==> config.mk <==
export PLATFORM = sky130hd
export DESIGN_NAME = rr_mux8_scheduler_flat
export DESIGN_NICKNAME = d
export VERILOG_FILES = /design/src/rtl/rr_mux8_if.sv /design/src/rtl/rr_mux8_scheduler.sv /design/src/flat_wrapper.sv
export SDC_FILE = /design/constraint.sdc
export NUM_CORES = 1
export LEC_CHECK = 0
export BUFFER_PORTS_ARGS = -buffer_cell sky130_fd_sc_hd__buf_2
export CORE_ASPECT_RATIO = 0.6
export CORE_UTILIZATION = 45
export CTS_CLUSTER_DIAMETER = 80
export DETAILED_ROUTE_END_ITERATION = 10
export GPL_ROUTABILITY_DRIVEN = 1
export REMOVE_ABC_BUFFERS = 1
export SYNTH_ARGS = -nofsm -noshare
export SYNTH_HDL_FRONTEND = slang
export SYNTH_SLANG_ARGS = --single-unit
==> constraint.sdc <==
create_clock -name clk -period 5 [get_ports clk]
set_input_delay 0.5 -clock clk [delete_from_list [all_inputs] [get_ports clk]]
set_output_delay 0.5 -clock clk [all_outputs]
set_load 0.01 [all_outputs]
==> src/rtl/rr_mux8_if.sv <==
// Request/data/grant bundle between the requester side and rr_mux8_scheduler.
interface rr_mux8_if;
    logic [7:0] req;
    logic [7:0] w;
    logic [2:0] sel;
    logic [7:0] grant;
    logic       valid;
    logic       y;
    logic       busy;

    modport master (
        output req,
        output w,
        input  sel,
        input  grant,
        input  valid,
        input  y,
        input  busy
    );

    modport slave (
        input  req,
        input  w,
        output sel,
        output grant,
        output valid,
        output y,
        output busy
    );
endinterface

==> src/rtl/rr_mux8_scheduler.sv <==
// Round-robin scheduler granting one of 8 requesters at a time, each for at most
// HOLD_CYCLES cycles, and steering the granted source's data bit onto y.
module rr_mux8_scheduler #(
    parameter int unsigned HOLD_CYCLES = 4,
    parameter int unsigned CNT_W       = 8
) (
    input logic         clk,
    input logic         rst,
    rr_mux8_if.slave    bus
);

    typedef enum logic [0:0] {StIdle, StGrant} state_e;

    state_e           state_q, state_d;
    logic [2:0]       ptr_q, ptr_d;
    logic [CNT_W-1:0] cnt_q, cnt_d;
    logic [2:0]       sel_q, sel_d;
    logic [7:0]       grant_q, grant_d;
    logic             valid_q, valid_d;
    logic             busy_q, busy_d;
    logic             release_grant;
    logic [2:0]       next_start;

    // First set bit of r, searching upward from start with mod-8 wrap.
    function automatic logic [2:0] arb(input logic [2:0] start, input logic [7:0] r);
        logic [2:0] idx;
        logic [2:0] pick;
        logic       found;
        pick  = start;
        found = 1'b0;
        for (int i = 0; i < 8; i++) begin
            idx = start + 3'(i);
            if (!found && r[idx]) begin
                pick  = idx;
                found = 1'b1;
            end
        end
        return pick;
    endfunction

    assign next_start    = sel_q + 3'd1;
    assign release_grant = !bus.req[sel_q] || (cnt_q == CNT_W'(HOLD_CYCLES - 1));

    always_comb begin
        state_d = state_q;
        ptr_d   = ptr_q;
        cnt_d   = cnt_q;
        sel_d   = sel_q;
        grant_d = grant_q;
        valid_d = valid_q;

        unique case (state_q)
            StIdle: begin
                grant_d = 8'h00;
                valid_d = 1'b0;
                if (bus.req != 8'h00) begin
                    sel_d   = arb(ptr_q, bus.req);
                    grant_d = 8'h01 << sel_d;
                    valid_d = 1'b1;
                    cnt_d   = '0;
                    state_d = StGrant;
                end
            end
            StGrant: begin
                if (!release_grant) begin
                    cnt_d = cnt_q + 1'b1;
                end else begin
                    ptr_d = next_start;
                    // Back-to-back handover: the releasing source is searched last.
                    if (bus.req != 8'h00) begin
                        sel_d   = arb(next_start, bus.req);
                        grant_d = 8'h01 << sel_d;
                        valid_d = 1'b1;
                        cnt_d   = '0;
                    end else begin
                        grant_d = 8'h00;
                        valid_d = 1'b0;
                        state_d = StIdle;
                    end
                end
            end
            default: state_d = StIdle;
        endcase

        busy_d = valid_d && ((bus.req & ~grant_d) != 8'h00);
    end

    always_ff @(posedge clk) begin
        if (rst) begin
            state_q <= StIdle;
            ptr_q   <= 3'd0;
            cnt_q   <= '0;
            sel_q   <= 3'd0;
            grant_q <= 8'h00;
            valid_q <= 1'b0;
            busy_q  <= 1'b0;
        end else begin
            state_q <= state_d;
            ptr_q   <= ptr_d;
            cnt_q   <= cnt_d;
            sel_q   <= sel_d;
            grant_q <= grant_d;
            valid_q <= valid_d;
            busy_q  <= busy_d;
        end
    end

    assign bus.sel   = sel_q;
    assign bus.grant = grant_q;
    assign bus.valid = valid_q;
    assign bus.busy  = busy_q;
    assign bus.y     = valid_q ? bus.w[sel_q] : 1'b0;

endmodule

==> src/flat_wrapper.sv <==
// flat-port wrapper written by rule: the top's interface ports become plain ports
module rr_mux8_scheduler_flat 
#(
    parameter int unsigned HOLD_CYCLES = 4,
    parameter int unsigned CNT_W       = 8
)
  (clk, rst, bus_req, bus_w, bus_sel, bus_grant, bus_valid, bus_y, bus_busy);
  rr_mux8_if bus_i ();
  input logic clk;
  input logic rst;
  input wire logic [$bits(bus_i.req)-1:0] bus_req;
  input wire logic [$bits(bus_i.w)-1:0] bus_w;
  output wire logic [$bits(bus_i.sel)-1:0] bus_sel;
  output wire logic [$bits(bus_i.grant)-1:0] bus_grant;
  output wire logic [$bits(bus_i.valid)-1:0] bus_valid;
  output wire logic [$bits(bus_i.y)-1:0] bus_y;
  output wire logic [$bits(bus_i.busy)-1:0] bus_busy;
  assign bus_i.req = bus_req;
  assign bus_i.w = bus_w;
  assign bus_sel = bus_i.sel;
  assign bus_grant = bus_i.grant;
  assign bus_valid = bus_i.valid;
  assign bus_y = bus_i.y;
  assign bus_busy = bus_i.busy;
  rr_mux8_scheduler #(.HOLD_CYCLES(HOLD_CYCLES), .CNT_W(CNT_W)) u_core (.clk(clk), .rst(rst), .bus(bus_i));
endmodule
After elaboration in Yosys (flattened, before gate mapping)
Index checks and enable logic that the tools add are counted.
- flip-flop bits (word level): 25
- output and inout bits: 14
- word-level logic and storage cells: 205
- add/sub/neg operators: 16
- magnitude comparators: 17
- equal/unequal tests: 4
- shift operators: 2
- multiplexer cells: 121
- bitwise operators: 3
- reductions and logical operators: 35
- operator list (cell ; count):
    $mux 1 ; 71
    $lt 3x4->1 const B ; 17
    $mux 3 ; 22
    $bmux 1 s3 ; 18
    $mux 8 ; 5
    $pmux 8 s2 ; 2
    $add 3x3->3 const B ; 8
    $reduce_bool 8->1 ; 2
    $shl 1x3->8 const A ; 2
    $logic_and 1x1->1 ; 15
    $logic_not 1->1 ; 15
    $add 3x2->3 const B ; 4
    $add 3x1->3 const B ; 3
    $add 8x1->8 const B ; 1
    $and 8x8->8 ; 1
    $eq 8x2->1 const B ; 1
    $not 8->8 ; 1
    $pmux 3 s2 ; 1
    $ne 2x2->1 const B ; 2
    $pmux 1 s2 ; 2
    $reduce_and 3->1 ; 1
    $ne 2x1->1 const B ; 1
    $reduce_and 2->1 ; 1
    $logic_or 1x1->1 ; 1
    $not 1->1 ; 1

Longest topological paths before layout
- depth after elaboration: 57
- depth in mapped cells: 17
- mapped depth without buffers: 13

Worst setup path before layout
No wires, ideal clock.
- path type: flip-flop to flip-flop
- start: register u_core.ptr_q[1]
- end: register u_core.busy_q (netlist: u_core.bus.busy)
- library setup time: 0.120 ns
- arrival: 4.161 ns
- path slack: 0.720 ns
- cell stages (with the launch flop): 17
- path through: dfxtp_1 -> buf_2 -> buf_2 -> inv_1 -> ha_1 -> buf_6 -> mux2_2 -> mux4_2 -> a32o_1 -> or3b_1 -> a41oi_2 -> o32ai_2 -> o31a_1 -> o21ai_2 -> o22a_2 -> o211ai_2 -> o31a_1
- cells in the longest elaborated chain, start to end: 47
- elaborated cells between the ends (all ways): 74
- ends and longest elaborated chain (item ; line ; text):
    start: declaration ; rr_mux8_scheduler.sv:15 ; logic [2:0] ptr_q, ptr_d;
    start signal: assignment ; rr_mux8_scheduler.sv:99 ; ptr_q <= ptr_d;
    $bmux 1 s3 ; rr_mux8_scheduler.sv:33 ; if (!found && r[idx]) begin
    $mux 1 (implied by the code) ; rr_mux8_scheduler.sv:33 ;
    $mux 1 ; rr_mux8_scheduler.sv:33 ;
    $mux 1 ; rr_mux8_scheduler.sv:56 ; if (bus.req != 8'h00) begin
    $mux 1 ; rr_mux8_scheduler.sv:52 ; unique case (state_q)
    $logic_not 1->1 ; rr_mux8_scheduler.sv:33 ;
    $logic_and 1x1->1 ; rr_mux8_scheduler.sv:33 ;
    $mux 1 ; rr_mux8_scheduler.sv:33 ;
    (+31 left out) ; -- ;
    $mux 3 * ; rr_mux8_scheduler.sv:52 ;
    $shl 1x3->8 * ; rr_mux8_scheduler.sv:58 ; grant_d = 8'h01 << sel_d;
    $mux 8 * ; rr_mux8_scheduler.sv:56 ;
    $pmux 8 s2 * ; rr_mux8_scheduler.sv:52 ;
    $not 8->8 * ; rr_mux8_scheduler.sv:85 ; busy_d = valid_d && ((bus.req & ~grant_d) != 8'h00);
    $and 8x8->8 * ; rr_mux8_scheduler.sv:85 ;
    $reduce_bool 8->1 * ; rr_mux8_scheduler.sv:85 ;
    $logic_and 1x1->1 * ; rr_mux8_scheduler.sv:85 ;
    end signal: assignment ; rr_mux8_scheduler.sv:104 ; busy_q <= busy_d;
    end: declaration ; rr_mux8_scheduler.sv:20 ; logic busy_q, busy_d;
Mark *: on every way between the ends. The rest lies on a longest branch, timed or not. The select of a mux whose other input is x is not followed.
A chain may end at the register's enable or synchronous reset.

Worst setup path after layout
- start: register u_core.sel_q[0] (netlist: u_core.bus.sel[0])
- end: register u_core.busy_q (netlist: u_core.bus.busy)
- cells in the longest elaborated chain, start to end: 57
- elaborated cells between the ends (all ways): 90
- ends and longest elaborated chain (item ; line ; text):
    start: declaration ; rr_mux8_scheduler.sv:17 ; logic [2:0] sel_q, sel_d;
    start signal: assignment ; rr_mux8_scheduler.sv:101 ; sel_q <= sel_d;
    $add 3x1->3 * ; rr_mux8_scheduler.sv:41 ; assign next_start = sel_q + 3'd1;
    named net u_core.next_start[0] ; rr_mux8_scheduler.sv:22 ; logic [2:0] next_start;
    $bmux 1 s3 ; rr_mux8_scheduler.sv:33 ;
    $mux 1 (implied by the code) ; rr_mux8_scheduler.sv:33 ;
    $mux 1 ; rr_mux8_scheduler.sv:33 ;
    $mux 1 ; rr_mux8_scheduler.sv:70 ; if (bus.req != 8'h00) begin
    $mux 1 ; rr_mux8_scheduler.sv:65 ; if (!release_grant) begin
    $mux 1 ; rr_mux8_scheduler.sv:52 ;
    (+42 left out) ; -- ;
    $shl 1x3->8 * ; rr_mux8_scheduler.sv:72 ; grant_d = 8'h01 << sel_d;
    $mux 8 * ; rr_mux8_scheduler.sv:70 ;
    $mux 8 * ; rr_mux8_scheduler.sv:65 ;
    $pmux 8 s2 * ; rr_mux8_scheduler.sv:52 ;
    $not 8->8 * ; rr_mux8_scheduler.sv:85 ;
    $and 8x8->8 * ; rr_mux8_scheduler.sv:85 ;
    $reduce_bool 8->1 * ; rr_mux8_scheduler.sv:85 ;
    $logic_and 1x1->1 * ; rr_mux8_scheduler.sv:85 ;
The timed path passes the listed nets; every way through them passes the cells marked *. The select of a mux whose other input is x is not followed.

==> results.cfg <==
[outcome]
status = finished, final reports clean

[place]
dp_hpwl_um = 7800
dp_slack_ns = 0.627
place.gp.congestion = 0.966
place_area_sq_um = 3790
io_buffer_count = 31

[floorplanning]
initial_utilization_pct = 48.3
die_area_sq_um = 8460
core_area_sq_um = 7540
die_w_um = 118
die_y_um = 71.6
ios = 32
num_rows = 24

[power]
p_switching_mw = 1.51
ir_worst_vdd_v = 0.000242
seqPwrFrac_pct = 10.9
power_frac_comb_pct = 82.2
p_leak_nw = 1.40
power.density_nw_per_um2 = 716
clock_power_share_pct = 7.0
sw_frac_of_total_pct = 54.5
p_int_mw = 1.26

[synth]
yosysSeqAreaShare_pct = 13.8
syn_avg_cell_area_sq_um = 8.03
netlist_instances = 453
yosys.area.top_type = mux4_2
synth_warnings = 0
synthDistinctLibCells = 73
synth_edf_count = 0
netlist_top_cells_area = mux4_2 19%, dfxtp_1 14%, mux2i_1 5.0%, nand2_1 4.9%, a21oi_1 4.5%
yosys-top-cells-count = 47 x nand2_1, 44 x nor2_1, 33 x a21oi_1
synth_top_area_share_pct = 18.6
synthFlopType = dfxtp_1
ys_async_sr_fraction_pct = 0
ys_seq_elements = 25
yosysMostFrequentCell = nand2_1
netlist_area_sq_um = 3640

[clock_tree]
cts_root_buffer = clkbuf_16
cts_htree_levels = 1
cts_resized = 0
cts_buffers = 3
cts.clk_slew.worst_paths_ns = 0.07
clock_latency_ns = 0.27
cts_buffer_depth = 2
cts.sinks = 25
cts_hold_buf = 0
postCtsSetupBuffers = 0
cts_tree = built

[sta]
final.min_clock_period_ns = 4.49
tightest_slew_ns = 0.874
worst_slack_ns = 0.508
skew_ns = 0.00701
slew_violations = 0
hold_viol_final = 0
setup_viol = 0
relSlewSlack_pct = 41.7
period_share_pct = 89.8
setup_tns_ns = 0
rsz0062_at_grt = false
max_clock_freq_ghz = 0.223

[final_layout]
nNetsFinal = 475
multi_input_area_sq_um = 2900
design_area_sq_um = 3870
seq_area_sq_um = 500
fillerInstances = 734
drive_above_1_share_pct = 21.7
n_antenna_cell = 0
syn2layout_area_growth_pct = 6.50

[routing]
drtAntennaViolNets = 0
wl_per_cell_um = 20.1
viasPerCell = 6.76
vias = 3750
first_pass_iters = 6
drt-initial-drc-count = 468
drt_wl_total_um = 11200
drc = 0

[setup_path]
crit_path_max_fanout = 14
crit_required_ns = 5.16
crit_type = reg -> reg
start_kind = flop
crit_chain = clkinv_1, ha_1, mux4_2, nor4_1, nand3_1, o22ai_1, a21oi_1, xnor2_1, nand4_1, o21ai_2, o22a_2, o211ai_2, o31a_1
worst-endpoint-arrival_ns = 4.65
end_kind = flop
cpPeakStageDelay_ns = 0.75
crit_slowest_cell = ha_1

[global_routing]
overflow = 0
grt_pass1_vias = 3259
track_usage_pct = 26.6
antenna_found_initial = 0
grt_max_degree = 24
grt_pass1_wl_um = 17900

[job]
drv_cap = 0

[hold_path]
min_path_type = reg -> reg
-- placed cells by master (no fill, tap or decap), types with 3 or more instances in the layout --
cell | synthesis | final
nand2_1 | 47 | 47
nor2_1 | 44 | 44
a21oi_1 | 33 | 33
buf_2 | 10 | 31
mux4_2 | 30 | 30
dfxtp_1 | 25 | 25
mux2i_1 | 18 | 18
nand3_1 | 16 | 16
o21ai_0 | 13 | 13
nor4_1 | 10 | 10
inv_1 | 9 | 9
o22ai_1 | 9 | 9
mux2_2 | 9 | 9
a211oi_1 | 9 | 9
and3_1 | 9 | 9
a31oi_1 | 7 | 7
nand3b_1 | 7 | 7
a221oi_1 | 7 | 7
buf_4 | 0 | 7
xnor2_1 | 6 | 6
nor2b_1 | 6 | 6
nand2b_1 | 5 | 5
nor3_1 | 5 | 5
ha_1 | 5 | 5
o211ai_1 | 4 | 4
a32oi_1 | 4 | 4
nor3b_1 | 4 | 4
nand4_1 | 4 | 4
or3_1 | 4 | 4
a311oi_1 | 3 | 3
o31a_1 | 3 | 3
o21a_1 | 3 | 3
and2_1 | 3 | 3
clkbuf_16 | 0 | 3
-- final cells by class --
type                       count  area share (%)
multi-input combinational    371            74.9
sequential                    25            12.9
timing repair buffer          38            5.36
tap                          104            3.36
clock buffer                   3            1.94
inverter                      13            1.26
clock inverter                 1           0.226
-- logic make-up (layout without fill, tap and decap cells) --
group / Yosys count / in the layout / share of synthesized area (%)
simple gates: 176 / 176 / 24.4
compound gates: 123 / 123 / 24.2
mux: 57 / 57 / 26.3
buf+inv: 57 / 55 / 6.43
flops: 25 / 25 / 13.8
xor+xnor: 10 / 10 / 3.20
fa+ha+maj: 5 / 5 / 1.72
-- per-layer routing --
layer,share of wire [%],global-route usage (%)
met5,0,0
met4,0.13,3.28
met3,12,5.49
met2,39,35.9
met1,49,43.0
-- power groups by stage --
stage | sequential, mW | combinational, mW | clock, mW
6_report | 0.301 | 2.28 | 0.193
5_1_grt | 0.310 | 2.46 | 0.202
4_1_cts | 0.302 | 2.21 | 0.194
3_5_place_dp | 0.306 | 2.20 | 0
3_3_place_gp | 0.304 | 2.23 | 0
2_1_floorplan | 0.361 | 1.62 | 0
-- registers in the layout, indices dropped and copies added, names as in the netlist --
register,cells
u_core.bus.grant,8
u_core.cnt_q,8
u_core.bus.sel,3
u_core.ptr_q,3
u_core.bus.busy,1
u_core.bus.valid,1
u_core.state_q,1
-- worst paths after layout --
check	from	endpoint	slack, ns	cells past startpoint
worst max register to register	u_core.bus.sel[0]	u_core.bus.busy	0.51	13
worst min-delay path	u_core.cnt_q[7]	u_core.cnt_q[7]	0.51	2
worst min register to register	u_core.cnt_q[7]	u_core.cnt_q[7]	0.51	2
worst max-delay path	u_core.bus.sel[0]	u_core.bus.busy	0.51	13
-- worst max-delay path, delay by kind of cell (launching register included) --
family                     cells  cell delay (ns)
buffers and inverters          1             0.21
AOI/OAI and AO/OA              6             1.00
adders and majority gates      1             0.75
muxes                          1             0.72
and+or+nand+nor                3             0.92
DFF                            1             0.34
xor gates and xnor gates       1             0.43
-- per-stage QoR --
step                instances  utilization, %  hold slack [ns]  power [mW]
floorplan                 409               -            0.452        1.98
global placement          551            50.3            0.485        2.53
detailed placement        551            50.3            0.487        2.51
CTS                       555            51.4            0.499        2.71
global route              555            51.4            0.574        2.97
finish                    555            51.4            0.508        2.77
(Power assumes the default switching activity.)
